File: src/rtl/acc_mem_pkg.sv
// Shared types and sizing for the accelerator memory responder.
package acc_mem_pkg;

    localparam int LINE_WORDS = 16;
    localparam int WORD_W     = 32;
    localparam int LINE_W     = LINE_WORDS * WORD_W;

    typedef enum logic [2:0] {
        IDLE,
        READ,
        RDONE,
        WRITE,
        WDONE
    } acc_state_e;

endpackage

File: src/rtl/acc_line_assembler.sv
// Collects indexed 32-bit words into a working line and publishes the full line on the last word,
// so the visible line stays stable while the next one is being gathered.
module acc_line_assembler
    import acc_mem_pkg::*;
(
    input  logic              clk,
    input  logic              rst_n,
    input  logic              cap_en,
    input  logic [3:0]        cap_idx,
    input  logic              cap_last,
    input  logic [WORD_W-1:0] cap_word,
    output logic [LINE_W-1:0] line
);

    logic [LINE_W-1:0] work_q;
    logic [LINE_W-1:0] work_nx;
    logic [3:0]        slot;

    // Word 0 lands in the most significant slot (big-endian line order).
    always_comb begin
        slot    = 4'(LINE_WORDS - 1) - cap_idx;
        work_nx = work_q;
        work_nx[int'(slot) * WORD_W +: WORD_W] = cap_word;
    end

    always_ff @(posedge clk or negedge rst_n) begin
        if (!rst_n) begin
            work_q <= '0;
            line   <= '0;
        end else if (cap_en) begin
            work_q <= work_nx;
            if (cap_last) begin
                line <= work_nx;
            end
        end
    end

endmodule

File: src/rtl/acc_mem_responder.sv
// Memory-side responder: shares one SRAM port between the CPU (always granted) and the
// accelerator's line reads / word writes, and mirrors in-window CPU writes onto the listen bus.
//
// state | meaning
// IDLE  | waiting; read slot served before write slot
// READ  | issue 16 word reads, capture returning words into the line
// RDONE | line complete, read_data_valid pulse
// WRITE | write the held word on the first cycle the CPU is not using the SRAM
// WDONE | write_done pulse
module acc_mem_responder
    import acc_mem_pkg::*;
#(
    parameter logic [15:0] LISTEN_LO = 16'h0000,
    parameter logic [15:0] LISTEN_HI = 16'hFFFF
) (
    input  logic         clk,
    input  logic         rst_n,
    input  logic         cpu_en,
    input  logic         cpu_we,
    input  logic [15:0]  cpu_addr,
    input  logic [31:0]  cpu_wdata,
    output logic [31:0]  cpu_rdata,
    output logic         cpu_rvalid,
    input  logic         mem_acc_read_en,
    input  logic [15:0]  mem_acc_read_addr,
    output logic [511:0] mem_acc_read_data,
    output logic         mem_acc_read_data_valid,
    input  logic         mem_acc_write_en,
    input  logic [15:0]  mem_acc_write_addr,
    input  logic [31:0]  mem_acc_write_data,
    output logic         mem_acc_write_done,
    output logic         mem_listen_en,
    output logic [15:0]  mem_listen_addr,
    output logic [31:0]  mem_listen_data,
    output logic         sram_en,
    output logic         sram_we,
    output logic [15:0]  sram_addr,
    output logic [31:0]  sram_wdata,
    input  logic [31:0]  sram_rdata,
    output logic         req_overflow
);

    acc_state_e  state_q, state_nx;
    logic        rd_full, wr_full;
    logic [15:0] rd_addr, wr_addr, wr_cur_addr, rd_start;
    logic [31:0] wr_data, wr_cur_data;
    logic [4:0]  issue_cnt, recv_cnt;
    logic        acc_pend;
    logic        rd_take, wr_take, issue, wr_go, cap_last;
    logic [16:0] lo_diff, hi_diff;
    logic        listen_hit;

    // Window test via borrow bits keeps the compare free of constant-range corner cases.
    assign lo_diff    = {1'b0, cpu_addr} - {1'b0, LISTEN_LO};
    assign hi_diff    = {1'b0, LISTEN_HI} - {1'b0, cpu_addr};
    assign listen_hit = cpu_en & cpu_we & ~lo_diff[16] & ~hi_diff[16];
    assign cpu_rdata  = sram_rdata;
    assign cap_last   = acc_pend && (recv_cnt == 5'(LINE_WORDS - 1));

    always_comb begin
        state_nx                = state_q;
        rd_take                 = 1'b0;
        wr_take                 = 1'b0;
        issue                   = 1'b0;
        wr_go                   = 1'b0;
        mem_acc_read_data_valid = 1'b0;
        mem_acc_write_done      = 1'b0;
        case (state_q)
            IDLE: begin
                if (rd_full) begin
                    state_nx = READ;
                    rd_take  = 1'b1;
                end else if (wr_full) begin
                    state_nx = WRITE;
                    wr_take  = 1'b1;
                end
            end
            READ: begin
                issue = !cpu_en && (issue_cnt < 5'(LINE_WORDS));
                if (cap_last) begin
                    state_nx = RDONE;
                end
            end
            RDONE: begin
                mem_acc_read_data_valid = 1'b1;
                state_nx                = IDLE;
            end
            WRITE: begin
                if (!cpu_en) begin
                    wr_go    = 1'b1;
                    state_nx = WDONE;
                end
            end
            WDONE: begin
                mem_acc_write_done = 1'b1;
                state_nx           = IDLE;
            end
            default: state_nx = IDLE;
        endcase
    end

    // CPU path is gated by rst_n so the SRAM port is quiet while reset is held.
    always_comb begin
        sram_en    = 1'b0;
        sram_we    = 1'b0;
        sram_addr  = '0;
        sram_wdata = '0;
        if (cpu_en && rst_n) begin
            sram_en    = 1'b1;
            sram_we    = cpu_we;
            sram_addr  = cpu_addr;
            sram_wdata = cpu_wdata;
        end else if (issue) begin
            sram_en   = 1'b1;
            sram_addr = rd_start + 16'(issue_cnt);
        end else if (wr_go) begin
            sram_en    = 1'b1;
            sram_we    = 1'b1;
            sram_addr  = wr_cur_addr;
            sram_wdata = wr_cur_data;
        end
    end

    always_ff @(posedge clk or negedge rst_n) begin
        if (!rst_n) begin
            state_q         <= IDLE;
            rd_full         <= 1'b0;
            rd_addr         <= '0;
            rd_start        <= '0;
            wr_full         <= 1'b0;
            wr_addr         <= '0;
            wr_data         <= '0;
            wr_cur_addr     <= '0;
            wr_cur_data     <= '0;
            issue_cnt       <= '0;
            recv_cnt        <= '0;
            acc_pend        <= 1'b0;
            req_overflow    <= 1'b0;
            cpu_rvalid      <= 1'b0;
            mem_listen_en   <= 1'b0;
            mem_listen_addr <= '0;
            mem_listen_data <= '0;
        end else begin
            state_q    <= state_nx;
            acc_pend   <= issue;
            cpu_rvalid <= cpu_en & ~cpu_we;

            if (rd_take) begin
                rd_full   <= 1'b0;
                rd_start  <= rd_addr;
                issue_cnt <= '0;
                recv_cnt  <= '0;
            end else begin
                if (issue)    issue_cnt <= issue_cnt + 5'd1;
                if (acc_pend) recv_cnt  <= recv_cnt + 5'd1;
            end

            if (wr_take) begin
                wr_full     <= 1'b0;
                wr_cur_addr <= wr_addr;
                wr_cur_data <= wr_data;
            end

            // A slot freed on this edge may be refilled by a pulse in the same cycle.
            if (mem_acc_read_en) begin
                if (rd_full && !rd_take) begin
                    req_overflow <= 1'b1;
                end else begin
                    rd_full <= 1'b1;
                    rd_addr <= mem_acc_read_addr;
                end
            end

            if (mem_acc_write_en) begin
                if (wr_full && !wr_take) begin
                    req_overflow <= 1'b1;
                end else begin
                    wr_full <= 1'b1;
                    wr_addr <= mem_acc_write_addr;
                    wr_data <= mem_acc_write_data;
                end
            end

            mem_listen_en <= listen_hit;
            if (listen_hit) begin
                mem_listen_addr <= cpu_addr;
                mem_listen_data <= cpu_wdata;
            end
        end
    end

    acc_line_assembler u_line (
        .clk      (clk),
        .rst_n    (rst_n),
        .cap_en   (acc_pend),
        .cap_idx  (recv_cnt[3:0]),
        .cap_last (cap_last),
        .cap_word (sram_rdata),
        .line     (mem_acc_read_data)
    );

endmodule

File: config.mk
export PLATFORM = sky130hd
export DESIGN_NAME = acc_mem_responder
export DESIGN_NICKNAME = d
export VERILOG_FILES = /design/src/rtl/acc_mem_pkg.sv /design/src/rtl/acc_line_assembler.sv /design/src/rtl/acc_mem_responder.sv
export SDC_FILE = /design/constraint.sdc
export NUM_CORES = 2
export LEC_CHECK = 0
export CELL_PAD_IN_SITES_DETAIL_PLACEMENT = 0
export CELL_PAD_IN_SITES_GLOBAL_PLACEMENT = 1
export CORE_ASPECT_RATIO = 0.8
export CORE_MARGIN = 2
export CORE_UTILIZATION = 42
export DETAILED_ROUTE_END_ITERATION = 8
export PLACE_DENSITY = 0.93
export SETUP_SLACK_MARGIN = 0.5
export SLEW_MARGIN = 20
export SYNTH_ARGS = -nofsm -noshare
export SYNTH_HDL_FRONTEND = slang
export SYNTH_SLANG_ARGS = --single-unit
File: constraint.sdc
create_clock -name clk -period 2.7 [get_ports clk]
set_input_delay 0.675 -clock clk [delete_from_list [all_inputs] [get_ports clk]]
set_output_delay 0.675 -clock clk [all_outputs]
set_load 0.02 [all_outputs]
==> results.cfg <==
[sta]
slew_headroom_pct = 35.72
skew_ns = 0.02983
timing_worst_slew_pin_value_ns = 0.9642
setup_tns_ns = -18.01
grt_setup_unrepaired = yes
fin_ws_ns = -0.8470
max_freq_mhz = 281.9
final.min_clock_period_ns = 3.547
maxSlewViolCount = 0
layout_worst_path_cycle_share_pct = 131.4
setup_viol = 52
finalHoldViolCount = 0

[final_layout]
final_common_cell = nand2_1
post-route-util_pct = 56.65
layout_common_cells = nand2_1 (1,226), dfrtp_1 (1,214), o21ai_0 (903), nor2_1 (432), dlymetal6s2s_1 (388)
drive_above_1_share_pct = 14.88
syn2layout_area_growth_pct = 33.86
nets = 6213

[cts]
cts_max_path_buffers = 3
clk_latency_ns = 0.75
cts_buffers = 120
clock_sinks = 1219
cts_tree = yes
h-tree-depth = 3
path_clk_slew_ns = 0.06
root_buffer = clkbuf_16

[worst_setup_path]
ff2ff_path_depth = 10
worst-endpoint-arrival_ns = 2.87
cp.required_ns = 2.03
critPathCaptureType = primary output
worstSetupPathType = reg2out
crit_path_max_fanout = 2
start_kind = flip-flop
reg2reg_slack_ns = 0.34

[drt]
routedWlPerCell_um = 23.43
wirelength_um = 182200
drc = 0
dr_total_vias = 42398
via_per_inst = 5.450
ant_nets = 0
drt_first_pass_iters = 5
drt_iter0_markers = 4023

[synth]
synth_area_um2 = 51130
synth_ff_type = dfrtp_1
synth_fp_nets = 5490
ys_async_sr_fraction_pct = 100.0
synth_cells = 5330
ys_seq_area_share_pct = 59.66
syn_avg_cell_area_um2 = 9.592
synth_edf_count = 0
ys_ff_latch = 1219
yosys_warnings = 0
synth_cell_type_count = 51

[floorplan]
num_rows = 114
dieArea_um2 = 124600
die_w_um = 394.1
core_um2 = 120800
start_util_pct = 42.32
io_pins = 797
die_height_um = 316.1

[global_route]
grt_pass1_vias = 40517
grt_first_pass_wirelength_um = 262200
antenna_found_initial = 12
overflow = 0
grt_max_degree = 167
grt_use_total_pct = 27.95

[pwr]
p_leak_nw = 33.54
p_per_area_nw_per_um2 = 1242
irDropWorstVdd_mv = 0.7153
power.total_w = 0.08502

[run_status]
status = finished, violations left
violations = negative setup slack

[hold_path]
hold_path.class = in2async

[flow_run]
cap_violations = 0

[place]
gp_congestion = 0.9493
detailed_place_hpwl_um = 118900
port_buffers = 796
layer usage:
metal / track usage (%) / vias up / wire [µm]
li1: - / 19415 / -
met1: 35.76 / 20928 / 72640
met2: 44.69 / 1664 / 84920
met3: 7.569 / 383 / 15050
met4: 12.54 / 8 / 9583
met5: 0 / - / 48
cell families (layout without fill, tap and decap cells):
logic type / Yosys count / after routing / share of synthesized area, %
muxes: 274 / 274 / 5.788
adders and majority gates: 10 / 10 / 0.2594
and+or+nand+nor: 1964 / 1964 / 15.59
buffers and inverters: 468 / 1292 / 3.935
AOI/OAI and AO/OA: 1375 / 1375 / 14.40
other: 0 / 1 / 0
DFF: 1219 / 1219 / 59.66
xor gates and xnor gates: 20 / 20 / 0.3573
registers in the layout (all words and copies together), names as in the netlist:
| signal | cells |
|---|---|
| rd_full | 1 |
| wr_full | 1 |
| req_overflow | 1 |
| mem_listen_data | 32 |
| rd_addr | 16 |
| u_line.work_q | 512 |
| mem_listen_en | 1 |
| cpu_rvalid | 1 |
| rd_start | 16 |
| wr_addr | 16 |
| wr_cur_addr | 16 |
| mem_listen_addr | 16 |
| acc_pend | 1 |
| u_line.line | 512 |
| state_q | 3 |
| issue_cnt | 5 |
| wr_data | 32 |
| wr_cur_data | 32 |
| recv_cnt | 5 |
through the flow:
stage	hold WS (ns)	worst slack, ns	std cells	instance area [µm²]
finish	0.3294	-0.8470	7779	68440
global placement	0.4599	-0.7190	7485	61630
global route	0.3468	-0.9331	7778	68440
detailed placement	0.4690	-0.7243	7485	61630
CTS	0.3130	-0.8163	7749	66710
floorplan	0.3794	0.2009	5330	51350
power by group:
group          internal, W  switching, W  leakage, nW
clock              0.00976       0.00741         1.96
sequential          0.0263       0.00525         14.0
combinational       0.0147        0.0216         17.5
synthesized netlist by cell type (all sizes together), types with 7 or more instances:
cell type	number	area, µm²
a21oi	293	1466
a221o	31	310.3
a22o	32	280.3
a22oi	12	90.09
a31oi	68	425.4
and2	37	231.5
and3	8	55.05
buf	104	645.6
clkbuf	353	1325
dfrtp	1219	30500
ha	9	112.6
inv	10	37.54
mux2	173	1948
mux2i	101	1011
nand2	1239	4651
nand2b	34	212.7
nand3	140	700.7
nand3b	8	60.06
nand4	8	75.07
nor2	438	1647
o21ai	918	4594
or3	33	206.5
xnor2	7	68.82
xor2	13	113.9
layout make-up:
type | instances | area [µm²]
fill | 10113 | 52380
sequential | 1219 | 30510
multi-input combinational | 3643 | 19410
timing repair buffer | 1058 | 12390
clock buffer | 181 | 3555
tap | 1624 | 2032
clock inverter | 42 | 484.2
inverter | 11 | 56.30
antenna | 1 | 2.502
path summary, 6_finish.rpt:
path | endpoint | from
setup / recovery | sram_addr[15] | issue_cnt[0]
max in group asynchronous | recv_cnt[1] | rst_n
setup reg to reg | wr_data[31] | state_q[0]
min in group clk | u_line.line[99] | u_line.line[99]
hold / removal | u_line.work_q[63] | rst_n
hold reg to reg | u_line.line[99] | u_line.line[99]
critical path, cell delays in order, from the launching register on:
cell and delay [ns]:
dfrtp_1 0.39, ha_2 0.20, buf_4 0.14, buf_6 0.11, a211oi_4 0.31, o21ai_4 0.10, buf_6 0.13, nand4_1 0.16
xor2_2 0.29, a21oi_4 0.13, buf_12 0.17
repair_timing:
action / in CTS / in global routing
endpoints found under the setup margin: 1645 / 1566
resized for setup: 639 / 471
setup buffers: 34 / 20
cloned: 7 / 9
hold buffers: 0 / 0
pin swaps: 36 / 41
(Power assumes the default switching activity.)
